**config.mk**
```make
export PLATFORM = sky130hd
export DESIGN_NAME = fp_mul_special_handler
export DESIGN_NICKNAME = d
export VERILOG_FILES = /design/src/rtl/fp_special_pkg.sv /design/src/rtl/ieee_754_special_decoder.sv /design/src/rtl/fp_mul_special_handler.sv
export SDC_FILE = /design/constraint.sdc
export NUM_CORES = 1
export LEC_CHECK = 0
export ABC_AREA = 1
export BUFFER_PORTS_ARGS = -buffer_cell sky130_fd_sc_hd__buf_4
export CAP_MARGIN = 30
export CORE_MARGIN = 2
export CORE_UTILIZATION = 30
export DETAILED_ROUTE_END_ITERATION = 16
export PLACE_DENSITY = 0.49
export RECOVER_POWER = 100
export SLEW_MARGIN = 20
export SYNTH_ARGS = -nofsm -noshare
export SYNTH_HDL_FRONTEND = slang
export SYNTH_SLANG_ARGS = --single-unit
export TNS_END_PERCENT = 100
```
**constraint.sdc**
```tcl
create_clock -name clk_i -period 1.9 [get_ports clk_i]
set_clock_uncertainty 0.1 [all_clocks]
set_input_delay 0.285 -clock clk_i [delete_from_list [all_inputs] [get_ports clk_i]]
set_output_delay 0.285 -clock clk_i [all_outputs]
set_load 0.02 [all_outputs]
```
**src/rtl/fp_special_pkg.sv**
```systemverilog
// Shared field helpers, special-value constants and case encoding for the
// FP multiply special-case front end. Widths travel as arguments so one
// package serves fp16/bf16/fp32/fp64 instances.
package fp_special_pkg;

  localparam int FP_MAX_W = 64;

  typedef struct packed {
    logic                sign;
    logic [FP_MAX_W-1:0] exp;
    logic [FP_MAX_W-1:0] mant;
  } fp_fields_t;

  typedef enum logic [2:0] {
    CASE_NAN_A,
    CASE_NAN_B,
    CASE_INF_ZERO,
    CASE_INF,
    CASE_ZERO,
    CASE_NORMAL
  } fp_case_e;

  // n low ones; n >= 64 saturates to all ones
  function automatic logic [FP_MAX_W-1:0] fp_mask(input int n);
    return (n >= FP_MAX_W) ? '1 : ((64'd1 << n) - 64'd1);
  endfunction

  // Split an operand into sign / biased exponent / mantissa
  function automatic fp_fields_t fp_unpack(input logic [FP_MAX_W-1:0] op,
                                           input int fp_width, input int exp_msb,
                                           input int exp_lsb);
    fp_fields_t f;
    f.sign = op[fp_width-1];
    f.exp  = (op >> exp_lsb) & fp_mask(exp_msb - exp_lsb + 1);
    f.mant = op & fp_mask(exp_lsb);
    return f;
  endfunction

  // Exponent all ones, mantissa zero, sign clear
  function automatic logic [FP_MAX_W-1:0] fp_inf_mag(input int exp_msb, input int exp_lsb);
    return fp_mask(exp_msb - exp_lsb + 1) << exp_lsb;
  endfunction

  // Sign 0, exponent all ones, only the mantissa MSB set
  function automatic logic [FP_MAX_W-1:0] fp_canon_qnan(input int exp_msb, input int exp_lsb);
    return fp_inf_mag(exp_msb, exp_lsb) | (64'd1 << (exp_lsb - 1));
  endfunction

  // Force the quiet bit (mantissa MSB); payload and sign are kept
  function automatic logic [FP_MAX_W-1:0] fp_quiet(input logic [FP_MAX_W-1:0] op,
                                                   input int exp_lsb);
    return op | (64'd1 << (exp_lsb - 1));
  endfunction

endpackage

```
**src/rtl/ieee_754_special_decoder.sv**
```systemverilog
// Combinational IEEE-754 special-value classifier for one operand.
module ieee_754_special_decoder
  import fp_special_pkg::*;
#(
  parameter int EXP_MSB_POS = 14,
  parameter int EXP_LSB_POS = 10,
  parameter int FP_WIDTH    = 16
) (
  input  logic [FP_WIDTH-1:0] op,
  output logic                sign,
  output logic                is_zero,
  output logic                is_inf,
  output logic                is_nan,
  output logic                is_snan
);

  localparam int EXP_W = EXP_MSB_POS - EXP_LSB_POS + 1;

  fp_fields_t f;
  logic       exp_ones;
  logic       mant_zero;

  // Field split and class flags; subnormals report no flag at all
  always_comb begin
    f         = fp_unpack(64'(op), FP_WIDTH, EXP_MSB_POS, EXP_LSB_POS);
    exp_ones  = (f.exp == fp_mask(EXP_W));
    mant_zero = (f.mant == '0);
    sign      = f.sign;
    is_zero   = (f.exp == '0) && mant_zero;
    is_inf    = exp_ones && mant_zero;
    is_nan    = exp_ones && !mant_zero;
    is_snan   = is_nan && !f.mant[EXP_LSB_POS-1];
  end

endmodule

```
**src/rtl/fp_mul_special_handler.sv**
```systemverilog
// Two-stage valid/ready front end for the FP multiplier: S1 captures the
// operand pair, S2 holds the special-case verdict alongside the operands.
module fp_mul_special_handler
  import fp_special_pkg::*;
#(
  parameter int EXP_MSB_POS = 14,
  parameter int EXP_LSB_POS = 10,
  parameter int FP_WIDTH    = 16
) (
  input  logic                clk_i,
  input  logic                rst_ni,
  input  logic                in_valid_i,
  output logic                in_ready_o,
  input  logic [FP_WIDTH-1:0] op_a_i,
  input  logic [FP_WIDTH-1:0] op_b_i,
  output logic                out_valid_o,
  input  logic                out_ready_i,
  output logic                special_o,
  output logic [FP_WIDTH-1:0] result_o,
  output logic [FP_WIDTH-1:0] op_a_o,
  output logic [FP_WIDTH-1:0] op_b_o,
  output logic                invalid_o,
  input  logic                sticky_clr_i,
  output logic                invalid_sticky_o
);

  localparam logic [FP_WIDTH-1:0] QNAN    = FP_WIDTH'(fp_canon_qnan(EXP_MSB_POS, EXP_LSB_POS));
  localparam logic [FP_WIDTH-1:0] INF_MAG = FP_WIDTH'(fp_inf_mag(EXP_MSB_POS, EXP_LSB_POS));

  // S1 / S2 state
  logic                s1_valid, s2_valid;
  logic [FP_WIDTH-1:0] s1_a, s1_b;
  logic                s2_special, s2_invalid;
  logic [FP_WIDTH-1:0] s2_result, s2_a, s2_b;
  logic                sticky;

  logic s2_adv;
  logic s1_adv;
  logic in_xfer;

  // Per-operand classification on the S1 registers
  logic sa, a_zero, a_inf, a_nan, a_snan;
  logic sb, b_zero, b_inf, b_nan, b_snan;

  ieee_754_special_decoder #(
    .EXP_MSB_POS(EXP_MSB_POS), .EXP_LSB_POS(EXP_LSB_POS), .FP_WIDTH(FP_WIDTH)
  ) u_dec_a (
    .op(s1_a), .sign(sa), .is_zero(a_zero), .is_inf(a_inf), .is_nan(a_nan), .is_snan(a_snan)
  );

  ieee_754_special_decoder #(
    .EXP_MSB_POS(EXP_MSB_POS), .EXP_LSB_POS(EXP_LSB_POS), .FP_WIDTH(FP_WIDTH)
  ) u_dec_b (
    .op(s1_b), .sign(sb), .is_zero(b_zero), .is_inf(b_inf), .is_nan(b_nan), .is_snan(b_snan)
  );

  fp_case_e            fcase;
  logic                nx_special;
  logic                nx_invalid;
  logic [FP_WIDTH-1:0] nx_result;
  logic [FP_WIDTH-1:0] signed_zero;

  // Handshake control; in_ready may see out_ready combinationally
  always_comb begin
    s2_adv     = ~s2_valid | out_ready_i;
    s1_adv     = s1_valid & s2_adv;
    in_ready_o = ~s1_valid | s2_adv;
    in_xfer    = in_valid_i & in_ready_o;
  end

  // Case priority and special-result selection
  always_comb begin
    signed_zero = {sa ^ sb, {(FP_WIDTH-1){1'b0}}};
    if (a_nan)                                fcase = CASE_NAN_A;
    else if (b_nan)                           fcase = CASE_NAN_B;
    else if ((a_inf & b_zero) | (a_zero & b_inf)) fcase = CASE_INF_ZERO;
    else if (a_inf | b_inf)                   fcase = CASE_INF;
    else if (a_zero | b_zero)                 fcase = CASE_ZERO;
    else                                      fcase = CASE_NORMAL;

    nx_special = 1'b1;
    unique case (fcase)
      CASE_NAN_A:    nx_result = FP_WIDTH'(fp_quiet(64'(s1_a), EXP_LSB_POS));
      CASE_NAN_B:    nx_result = FP_WIDTH'(fp_quiet(64'(s1_b), EXP_LSB_POS));
      CASE_INF_ZERO: nx_result = QNAN;
      CASE_INF:      nx_result = signed_zero | INF_MAG;
      CASE_ZERO:     nx_result = signed_zero;
      default: begin
        nx_result  = '0;
        nx_special = 1'b0;
      end
    endcase
    // an sNaN anywhere raises invalid even when a qNaN wins the result
    nx_invalid = a_snan | b_snan | (fcase == CASE_INF_ZERO);
  end

  // S1: operand capture on input transfer
  always_ff @(posedge clk_i or negedge rst_ni) begin
    if (!rst_ni) begin
      s1_valid <= 1'b0;
      s1_a     <= '0;
      s1_b     <= '0;
    end else begin
      if (in_ready_o) s1_valid <= in_valid_i;
      if (in_xfer) begin
        s1_a <= op_a_i;
        s1_b <= op_b_i;
      end
    end
  end

  // S2: verdict + operands; frozen while the output is stalled
  always_ff @(posedge clk_i or negedge rst_ni) begin
    if (!rst_ni) begin
      s2_valid   <= 1'b0;
      s2_special <= 1'b0;
      s2_invalid <= 1'b0;
      s2_result  <= '0;
      s2_a       <= '0;
      s2_b       <= '0;
    end else if (s2_adv) begin
      s2_valid <= s1_valid;
      if (s1_adv) begin
        s2_special <= nx_special;
        s2_invalid <= nx_invalid;
        s2_result  <= nx_result;
        s2_a       <= s1_a;
        s2_b       <= s1_b;
      end
    end
  end

  // Sticky invalid: a set on an output handshake beats a clear
  always_ff @(posedge clk_i or negedge rst_ni) begin
    if (!rst_ni)                                    sticky <= 1'b0;
    else if (s2_valid & out_ready_i & s2_invalid)   sticky <= 1'b1;
    else if (sticky_clr_i)                          sticky <= 1'b0;
  end

  assign out_valid_o      = s2_valid;
  assign special_o        = s2_special;
  assign result_o         = s2_result;
  assign invalid_o        = s2_invalid;
  assign op_a_o           = s2_a;
  assign op_b_o           = s2_b;
  assign invalid_sticky_o = sticky;

endmodule

```
* Word level (Yosys, flattened, before mapping)
Cells that the tools add are included.
** Cells by class
- Bitwise operators :: 16
- Shifts and indexed selects :: 0
- $add $sub $neg :: 0
- Equality and inequality tests :: 6
- Div/mod/pow operators :: 0
- Reduce and logical (&&, ||, !) cells :: 20
- Mux-type cells :: 9
- Multiply operators :: 0
- Order comparisons :: 0
** Operators by type and width (count)
- $logic_not 64->1 :: 4
- $pmux 16 s5 :: 1
- $mux 3 :: 4
- $eq 5x5->1 const B :: 2
- $logic_and 1x1->1 :: 8
- $or 1x1->1 :: 7
- $and 1x1->1 :: 6
- $eq 3x2->1 const B :: 2
- $reduce_or 5->1 :: 1
- $logic_not 1->1 :: 4
- $mux 1 :: 4
- $eq 3x1->1 const B :: 1
- $eq 3x3->1 const B :: 1
- $logic_not 3->1 :: 1
- $not 1->1 :: 2
- $reduce_and 2->1 :: 1
- $reduce_bool 2->1 :: 1
- $xor 1x1->1 :: 1
** Word-level totals
- Register bits after elaboration :: 85
- Memory bits (read-only) :: 0
- Bits in latches :: 0
- Input port bits :: 37
- Bits in writable memories :: 0
- Output and inout port bits :: 53
- Logic and storage cells :: 61
- Memories :: 0

* Logic depth before layout (Yosys ltp)
Gate-level depths: netlist (run 1).
- Depth after elaboration :: 11
- Mapped depth :: 12
- Gate-level depth less buffers :: 12

* Cells and area by module
From an unflattened synthesis (run 1), not the netlist that was laid out.
** Unflattened totals
- Cells, all modules :: 406
- Area, all modules :: 3789.9 µm²
** By module, submodules not included
- fp_mul_special_handler :: cells an instance 362, instances 1, seq. area each 2127.0 µm², area an instance 3607.2 µm²
- ieee_754_special_decoder :: cells an instance 22, instances 2, seq. area each 0.0 µm², area an instance 91.3 µm²

* Worst setup path after synthesis (run 1)
OpenSTA, ideal clock, no wires.
- Kind :: reg-to-reg
- Start point :: reg s2_valid, in the netlist out_valid_o
- End point :: reg s1_b[12]
- Setup time :: 0.125 ns
- Stages on the path, launching flop included :: 4
- Slack :: 0.339 ns
- Period minus slack after synthesis :: 1.561 ns
- Required time :: 1.675 ns
- Buffers on the path :: 0
- Arrival time :: 1.336 ns
- Cells stage by stage :: dfrtp_1 > nand3_1 > nand2_1 > mux2_2
** On the way
- Longest elaborated chain between the ends :: 4
** Ends and longest elaborated chain
- start, declared :: line fp_mul_special_handler.sv:31 : logic s1_valid, s2_valid;
- start signal, assigned :: line fp_mul_special_handler.sv:122 : s2_valid <= s1_valid;
- $not 1->1 :: line fp_mul_special_handler.sv:65 : s2_adv = ~s2_valid | out_ready_i;
- $or 1x1->1 :: line fp_mul_special_handler.sv:65
- $or 1x1->1 :: line fp_mul_special_handler.sv:67 : in_ready_o = ~s1_valid | s2_adv;
- via in_ready_o :: line fp_mul_special_handler.sv:13 : output logic in_ready_o,
- $and 1x1->1 :: line fp_mul_special_handler.sv:68 : in_xfer = in_valid_i & in_ready_o;
- end signal, assigned :: line fp_mul_special_handler.sv:107 : s1_b <= op_b_i;
- end, declared :: line fp_mul_special_handler.sv:32 : logic [FP_WIDTH-1:0] s1_a, s1_b;
The timed path passes the listed nets, and every way through them passes these cells.
A chain may end at the register's enable or synchronous reset.

* Final worst setup path (run 1)
- Start point :: reg s1_a[1]
- End point :: reg s2_result[0], in the netlist result_o[0]
** On the way
- Longest elaborated chain between the ends :: 10
- Elaborated cells between the ends (all ways) :: 21
- Classes of those cells :: eq/ne: 4; mux: 6; bitwise: 5; reduce/logical: 6
** Ends and longest elaborated chain
- start, declared :: line fp_mul_special_handler.sv:32
- start signal, assigned :: line fp_mul_special_handler.sv:106 : s1_a <= op_a_i;
- $logic_not 64->1 (*) :: line ieee_754_special_decoder.sv:27 : mant_zero = (f.mant == '0);
- $logic_and 1x1->1 :: line ieee_754_special_decoder.sv:29 : is_zero = (f.exp == '0) && mant_zero;
- $or 1x1->1 :: line fp_mul_special_handler.sv:78 : else if (a_zero | b_zero) fcase = CASE_ZERO;
- $mux 1 :: line fp_mul_special_handler.sv:78
- $mux 3 :: line fp_mul_special_handler.sv:77 : else if (a_inf | b_inf) fcase = CASE_INF;
- $mux 3 :: line fp_mul_special_handler.sv:76 : else if ((a_inf & b_zero) | (a_zero & b_inf)) fcase = CASE_INF_ZERO;
- $mux 3 :: line fp_mul_special_handler.sv:75 : else if (b_nan) fcase = CASE_NAN_B;
- $mux 3 (*) :: line fp_mul_special_handler.sv:74 : if (a_nan) fcase = CASE_NAN_A;
- $eq 3x3->1, or another cell as far along :: line fp_mul_special_handler.sv:82 : unique case (fcase)
- $pmux 16 s5 (*) :: line fp_mul_special_handler.sv:82
- end signal, assigned :: line fp_mul_special_handler.sv:126 : s2_result <= nx_result;
- end, declared :: line fp_mul_special_handler.sv:34 : logic [FP_WIDTH-1:0] s2_result, s2_a, s2_b;
Mark *: on every way between the ends. The rest lies on a longest branch, timed or not.

==> key figures, run 1 <==
Logic synthesis
  • Synth Register Bits: 85
  • Sequential area share after synthesis: about three fifths
  • Cell area after synthesis: 3530 µm²
  • Post-synthesis area per instance: ~8.9 µm²
  • Synthesis Warnings: 0
  • Synth area leaders: dfrtp_1, nand2_1, o21ai_0, nor2_1, a21oi_1
  • Post-synth top area share: approximately three fifths
  • Cell count after synthesis: slightly below 400
  • Synth cell types: 23
  • Syn nets: about 430
  • Dominant cell type by area after synthesis: dfrtp_1

Global routing
  • Largest net degree at the start of global routing: 81
  • First-pass GRT wire length: roughly 15 mm
  • Initial antenna violation count: 0
  • Tot GR Track Use: ~15%
  • Vias in the first global route: about 2800
  • GRT overflow: 0

Placed design
  • Detailed Place HPWL: ~6.5 mm
  • # port buffers: 89
  • GPL Wtd Cong: ~0.8

Routing
  • DR vias: approximately 2800
  • Detail Route Antenna Nets: 0
  • Vias per std cell: ~4.5
  • Drt initial violations: approximately 120
  • DRC violations left: 0
  • WL final: between 9 and 10 mm
  • Drt first pass iters: 4
  • Routed WL per cell: about 14 µm

CTS
  • H-tree Lvls: 3
  • CTS Sinks: between 80 and 90
  • Clk slew on worst S/H paths: 60 ps
  • Clock Path Buffers: 2
  • Clk_lat worst skew: approximately 340 ps
  • CTS Buf Count: 9
  • TritonCTS clock tree: built
  • Clk root buf: clkbuf_16
  • Postcts setup bufs: 0

Cells and area
  • Share of cells above drive strength 1: between 10% and 20%
  • Most common cell after layout, fill and taps aside: nand2_1
  • Area delta synth->final: 26.3%
  • Most frequent cells in the layout: nand2_1, dfrtp_1, clkbuf_1, nor2_1, inv_1
  • Nets@finish: between 500 and 600
  • Antenna cells: 0
  • Multi-input logic area: between 1000 and 1500 µm²
  • Filler cell count: ~1200
  • Register Area: 2130 µm²

STA
  • Hold_ws: 42.7 ps
  • Final setup vio count: 0
  • Slew Limit Fails: 0
  • Final period util: 90.2%
  • Relative slew slack: a little under half
  • Tmin final: 1710 ps
  • Least-Margin Pin Slew: ~790 ps
  • RSZ-0062 raised after global routing: false
  • FMAX: ~580 MHz
  • Setup tns final: 0 ps
  • Fin. Hold Viols: 0

Min path
  • Hold path endpoint: invalid_sticky_o
  • Worst Hold Path Cells: 2
  • Min-delay worst type: input pin to register
  • Worst hold path startpoint: sticky_clr_i

Floorplanning
  • Total die area: between 10000 and 15000 µm²
  • Num ports: 90
  • Die H: between 100 and 150 µm
  • Die width: 112 µm
  • # rows: 39
  • Starting Density: 30.8%
  • Core area: around 11000 µm²

Critical path
  • R2R setup slack: between 150 and 200 ps
  • CP endpoint kind: register
  • Crit path kind: register to register
  • Crit-path max cell delay: about 380 ps
  • Worst path most repeated cell: nand2_1
  • Critical path arrival: 1840 ps
  • CP startpoint kind: register
  • Crit path max fanout: 7
  • R2R cell count: 7
  • Worst r2r src: s1_a[1]
  • RR Endpoint: result_o[0]
  • WP data required: 2030 ps
  • Worst-path cell with the longest stage delay: dfrtp_1
  • Worst path cell trace: nor2_2, nand3_2, o21ai_2, clkbuf_2, o22ai_1, nand2_1, nand2_1

Pwr
  • Pwr Density: between 1000 and 1500 nW/µm²
  • VDD IR max: 0.000526 V
  • Static Leak: roughly 2.2 nW

Job
  • Max Cap Violations: 0

Status
  • Status: finished, final reports clean
logic make-up after synthesis:
kind of cell / Yosys count / share of synthesized area, %
AO/OA/AOI/OAI: 78 / 11.8
flip-flops: 85 / 60.2
buffers and inverters: 58 / 6.80
XOR/XNOR: 1 / 0.248
multiplexers: 2 / 0.638
AND/OR/NAND/NOR: 171 / 20.2
registers in the layout, indices dropped and copies added, names as in the netlist:
| register | cells |
|---|---|
| out_valid_o | 1 |
| invalid_sticky_o | 1 |
| op_b_o | 16 |
| s1_valid | 1 |
| s1_b | 16 |
| special_o | 1 |
| op_a_o | 16 |
| s1_a | 16 |
| result_o | 16 |
| invalid_o | 1 |
synthesized netlist by cell type:
| cell | count |
|---|---|
| nand2_1 | 102 |
| dfrtp_1 | 85 |
| nor2_1 | 43 |
| inv_1 | 38 |
| o21ai_0 | 33 |
| a21oi_1 | 30 |
| nand3_1 | 12 |
| o22ai_1 | 10 |
| clkbuf_1 | 8 |
| nor2_2 | 7 |
| buf_2 | 6 |
| inv_2 | 4 |
| buf_6 | 2 |
| mux2_2 | 2 |
| nand3_2 | 2 |
| nor2_4 | 2 |
| o21ai_1 | 2 |
| o21ai_2 | 2 |
| nand2_2 | 1 |
| nand2_4 | 1 |
| nand4_1 | 1 |
| o22ai_2 | 1 |
| xor2_1 | 1 |
worst max-delay path, delay by kind of cell, from the launching register on:
family / cells / cell delay (ps)
flops: 1 / 380
compound gates: 2 / 460
simple gates: 4 / 400
buf+inv: 1 / 250
worst max path at each step:
| stage | slack [ps] | from | end |
|---|---|---|---|
| after floorplan | 340 | out_valid_o | s1_b[12] |
| after CTS | 170 | s1_a[1] | result_o[15] |
| final | 190 | s1_a[1] | result_o[0] |
| after global routing | 30 | s1_b[2] | result_o[14] |
| after detailed placement | 200 | s1_a[1] | result_o[15] |
| after global placement | 200 | s1_a[1] | result_o[3] |
per-layer routing:
layer,vias up,global-route usage [%],wire (µm)
met5,-,0,0
met4,0,4.47,114
met3,7,4.27,424
met2,68,22.3,4030
met1,1326,22.2,4590
li1,1442,-,-
per-stage QoR:
stage | worst slack [ps] | std cells | cell area, µm² | power [mW] | util [%]
6_report | 186 | 634 | 4460 | 5.73 | 38.9
5_1_grt | 30.7 | 634 | 4460 | 6.08 | 38.9
4_1_cts | 172 | 634 | 4700 | 6.10 | 41.0
3_5_place_dp | 195 | 617 | 4380 | 4.22 | 38.2
3_3_place_gp | 198 | 617 | 4380 | 4.21 | 38.2
2_1_floorplan | 339 | 395 | 3530 | 3.40 | -
report_power, final:
group / internal (mW) / leakage (nW) / total [mW] / switching [mW]
registers: 2.22 / 1.02 / 2.45 / 0.231
logic: 0.404 / 1.00 / 1.44 / 1.04
clock network: 1.15 / 0.153 / 1.84 / 0.699
what timing repair did:
action	CTS	global route
endpoints found under the hold margin	85	0
gates resized for setup	0	0
hold buffers	1	0
setup endpoints to repair	0	0
final cells by class:
| cell class | count | share of cell area [%] |
|---|---|---|
| sequential | 85 | 47.7 |
| multi-input combinational | 252 | 26.1 |
| timing repair buffer | 96 | 11.8 |
| clock buffer | 11 | 5.22 |
| tap | 143 | 4.01 |
| inverter | 42 | 3.53 |
| clock inverter | 5 | 1.68 |
(Power assumes the default switching activity.)
==> run 2, diff against run 1 <==
--- a/config.mk
+++ b/config.mk
@@ -8,7 +8,7 @@
 export ABC_AREA = 1
 export BUFFER_PORTS_ARGS = -buffer_cell sky130_fd_sc_hd__buf_4
 export CAP_MARGIN = 30
-export CORE_MARGIN = 2
+export CORE_MARGIN = 1.5
 export CORE_UTILIZATION = 30
 export DETAILED_ROUTE_END_ITERATION = 16
 export PLACE_DENSITY = 0.49
==> run 2 against run 1 <==
Total power rose by 0.15%; sequential power barely moved; die area fell by 1.8%; combinational power barely moved; critical path depth rose by 2; highest routed layer unchanged; cell area rose by 0.45%; flip-flop and latch count did not move; first-iteration DRC count fell by 13%; critical endpoint is now result_o[15]; register-to-register slack got worse by 20 ps; fmax fell by 1.1%.
==> key figures, run 2 (synthesized netlist as in run 1, its figures left out) <==
Status
  • Status: finished, final reports clean

Global routing
  • Tot GR Track Use: 15.9% (+0.59 points)
  • Vias in the first global route: 2981 (+6.0%)
  • GRT overflow: 0 (unchanged)
  • First-pass GRT wire length: 15.4 mm (+3.4%)
  • Initial antenna violation count: 0 (unchanged)
  • Largest net degree at the start of global routing: 61 (-25%)

Cells and area
  • Nets@finish: 525 (+0.38%)
  • Most common cell after layout, fill and taps aside: nand2_1
  • Antenna cells: 0 (unchanged)
  • Register Area: 2130 µm² (unchanged)
  • Area delta synth->final: 26.9%
  • Most frequent cells in the layout: nand2_1, dfrtp_1, clkbuf_1, nor2_1, inv_1
  • Share of cells above drive strength 1: 16.1% (+0.37 points)
  • Filler cell count: 1232 (+2.0%)
  • Multi-input logic area: 1150 µm² (-0.86%)

Placed design
  • Detailed Place HPWL: 6.75 mm (+3.4%)
  • Pre-CTS setup slack: 219 ps (+24.2 ps)
  • GPL Wtd Cong: 0.911 (+14%)
  • # port buffers: 89 (unchanged)

Routing
  • Routed WL per cell: 14.4 µm (-0.44%)
  • Metal-1 WL: 4.57 mm (-0.48%)
  • Top Metal Used: met4
  • Detail Route met2 WL: 3.95 mm (-1.8%)
  • Drt first pass iters: 4 (unchanged)
  • DR vias: 2847 (+0.14%)
  • Drt initial violations: 106 (-13%)
  • Met3 Wirelength: 397 µm (-6.4%)
  • WL final: 9.13 mm (-0.28%)
  • Detail Route Antenna Nets: 0 (unchanged)
  • DRC violations left: 0 (unchanged)
  • Vias per std cell: 4.48 (about the same)

STA
  • Fin worst setup slack: 167 ps (-19.0 ps)
  • FMAX: 577 MHz (-1.1%)
  • Final period util: 91.2% (+1.0 points)
  • Setup tns final: 0 ps (unchanged)
  • Fin. Hold Viols: 0 (unchanged)
  • Slew Limit Fails: 0 (unchanged)
  • Final setup vio count: 0 (unchanged)
  • Tmin final: 1730 ps (+19.0 ps)
  • Relative slew slack: 44.2% (-3.4 points)
  • Least-Margin Pin Slew: 837 ps (+51.6 ps)
  • RSZ-0062 raised after global routing: false
  • Hold_ws: 53.8 ps (+11.1 ps)

Floorplanning
  • Die H: 111 µm (-0.89%)
  • Starting Density: 30.8% (unchanged)
  • Total die area: 12400 µm² (-1.8%)
  • # rows: 39 (unchanged)
  • Num ports: 90 (unchanged)
  • Die width: 111 µm (-0.89%)
  • Core area: 11500 µm² (unchanged)

Critical path
  • CP bufs+invs: 1 (unchanged)
  • CP endpoint kind: register
  • CP startpoint kind: register
  • Crit-path max cell delay: 380 ps (about the same)
  • Worst path cell trace: nor2_2, nand3_2, o21ai_2, nand2_4, o22ai_1, inv_1, nand2_1, nand2_1, nand2_1
  • Worst-path cell with the longest stage delay: dfrtp_1
  • Family with the most delay on the worst path: simple AND/OR/NAND/NOR gates
  • Crit path max fanout: 10 (+3)
  • Critical path arrival: 1900 ps (+60 ps)
  • Crit path kind: register to register
  • WP data required: 2070 ps (+40 ps)
  • Worst path most repeated cell: nand2_1

Pwr
  • Pwr Density: 1280 nW/µm² (-0.30%)
  • Power, Total: 5.74 mW (+0.15%)
  • Static Leak: 2.19 nW (+0.85%)
  • VDD IR max: 0.000537 V (+2.0%)

CTS
  • Clk root buf: clkbuf_16
  • Clock Path Buffers: 2 (unchanged)
  • Clk_lat worst skew: 330 ps (about the same)
  • CTS Sinks: 85 (unchanged)
  • H-tree Lvls: 3 (unchanged)
  • TritonCTS clock tree: built
  • CTS Buf Count: 9 (unchanged)
  • Post-cts resize count: 0 (unchanged)
  • Clk slew on worst S/H paths: 60 ps (about the same)

Job
  • Max Cap Violations: 0 (unchanged)

Min path
  • Min-delay worst type: input pin to register
-- run 2: layer usage --
metal / vias to the layer above / GRT usage (%)
li1: 1442 / -
met1: 1321 / 22.2
met2: 70 / 23.8
met3: 14 / 3.10
met4: 0 / 7.26
met5: - / 0
-- run 2: path summary, 6_finish.rpt --
| kind | slack (ps) | start | to | cells after the start |
|---|---|---|---|---|
| max | 170 | s1_a[1] | result_o[15] | 9 |
| min | 50 | sticky_clr_i | invalid_sticky_o | 2 |
| max reg2reg | 170 | s1_a[1] | result_o[15] | 9 |
| min reg2reg | 380 | op_b_o[12] | op_b_o[12] | 2 |
| max in group asynchronous | 360 | rst_ni | result_o[8] | 3 |
| min in group asynchronous | 480 | rst_ni | op_a_o[13] | 2 |
-- run 2: what timing repair did --
item                      CTS  global route
hold buffers                1             0
buffers inserted            0             0
hold endpoints to repair   28             0
-- run 2: power breakdown --
group          leakage (nW)  internal, mW  total (mW)  switching (mW)
Sequential             1.02          2.22        2.46           0.240
Combinational          1.02         0.409        1.44            1.03
Clock                 0.158          1.17        1.84           0.671
Total                  2.19          3.80        5.74            1.95
-- run 2: area by class of cell --
| class | count | area share (%) |
|---|---|---|
| flip-flops and latches | 85 | 47.5 |
| multi-input cells | 252 | 25.7 |
| repair buffers | 98 | 12.3 |
| clock buffers | 10 | 5.33 |
| well taps | 143 | 3.99 |
| inverters | 42 | 3.52 |
| clock inverters | 5 | 1.68 |
-- run 2: per-stage QoR --
step	cells	area, µm²	utilization (%)
2_1_floorplan	395	3530	-
3_3_place_gp	619	4390	38.2
3_5_place_dp	619	4390	38.2
4_1_cts	635	4710	41.1
5_1_grt	635	4480	39.1
6_report	635	4480	39.1
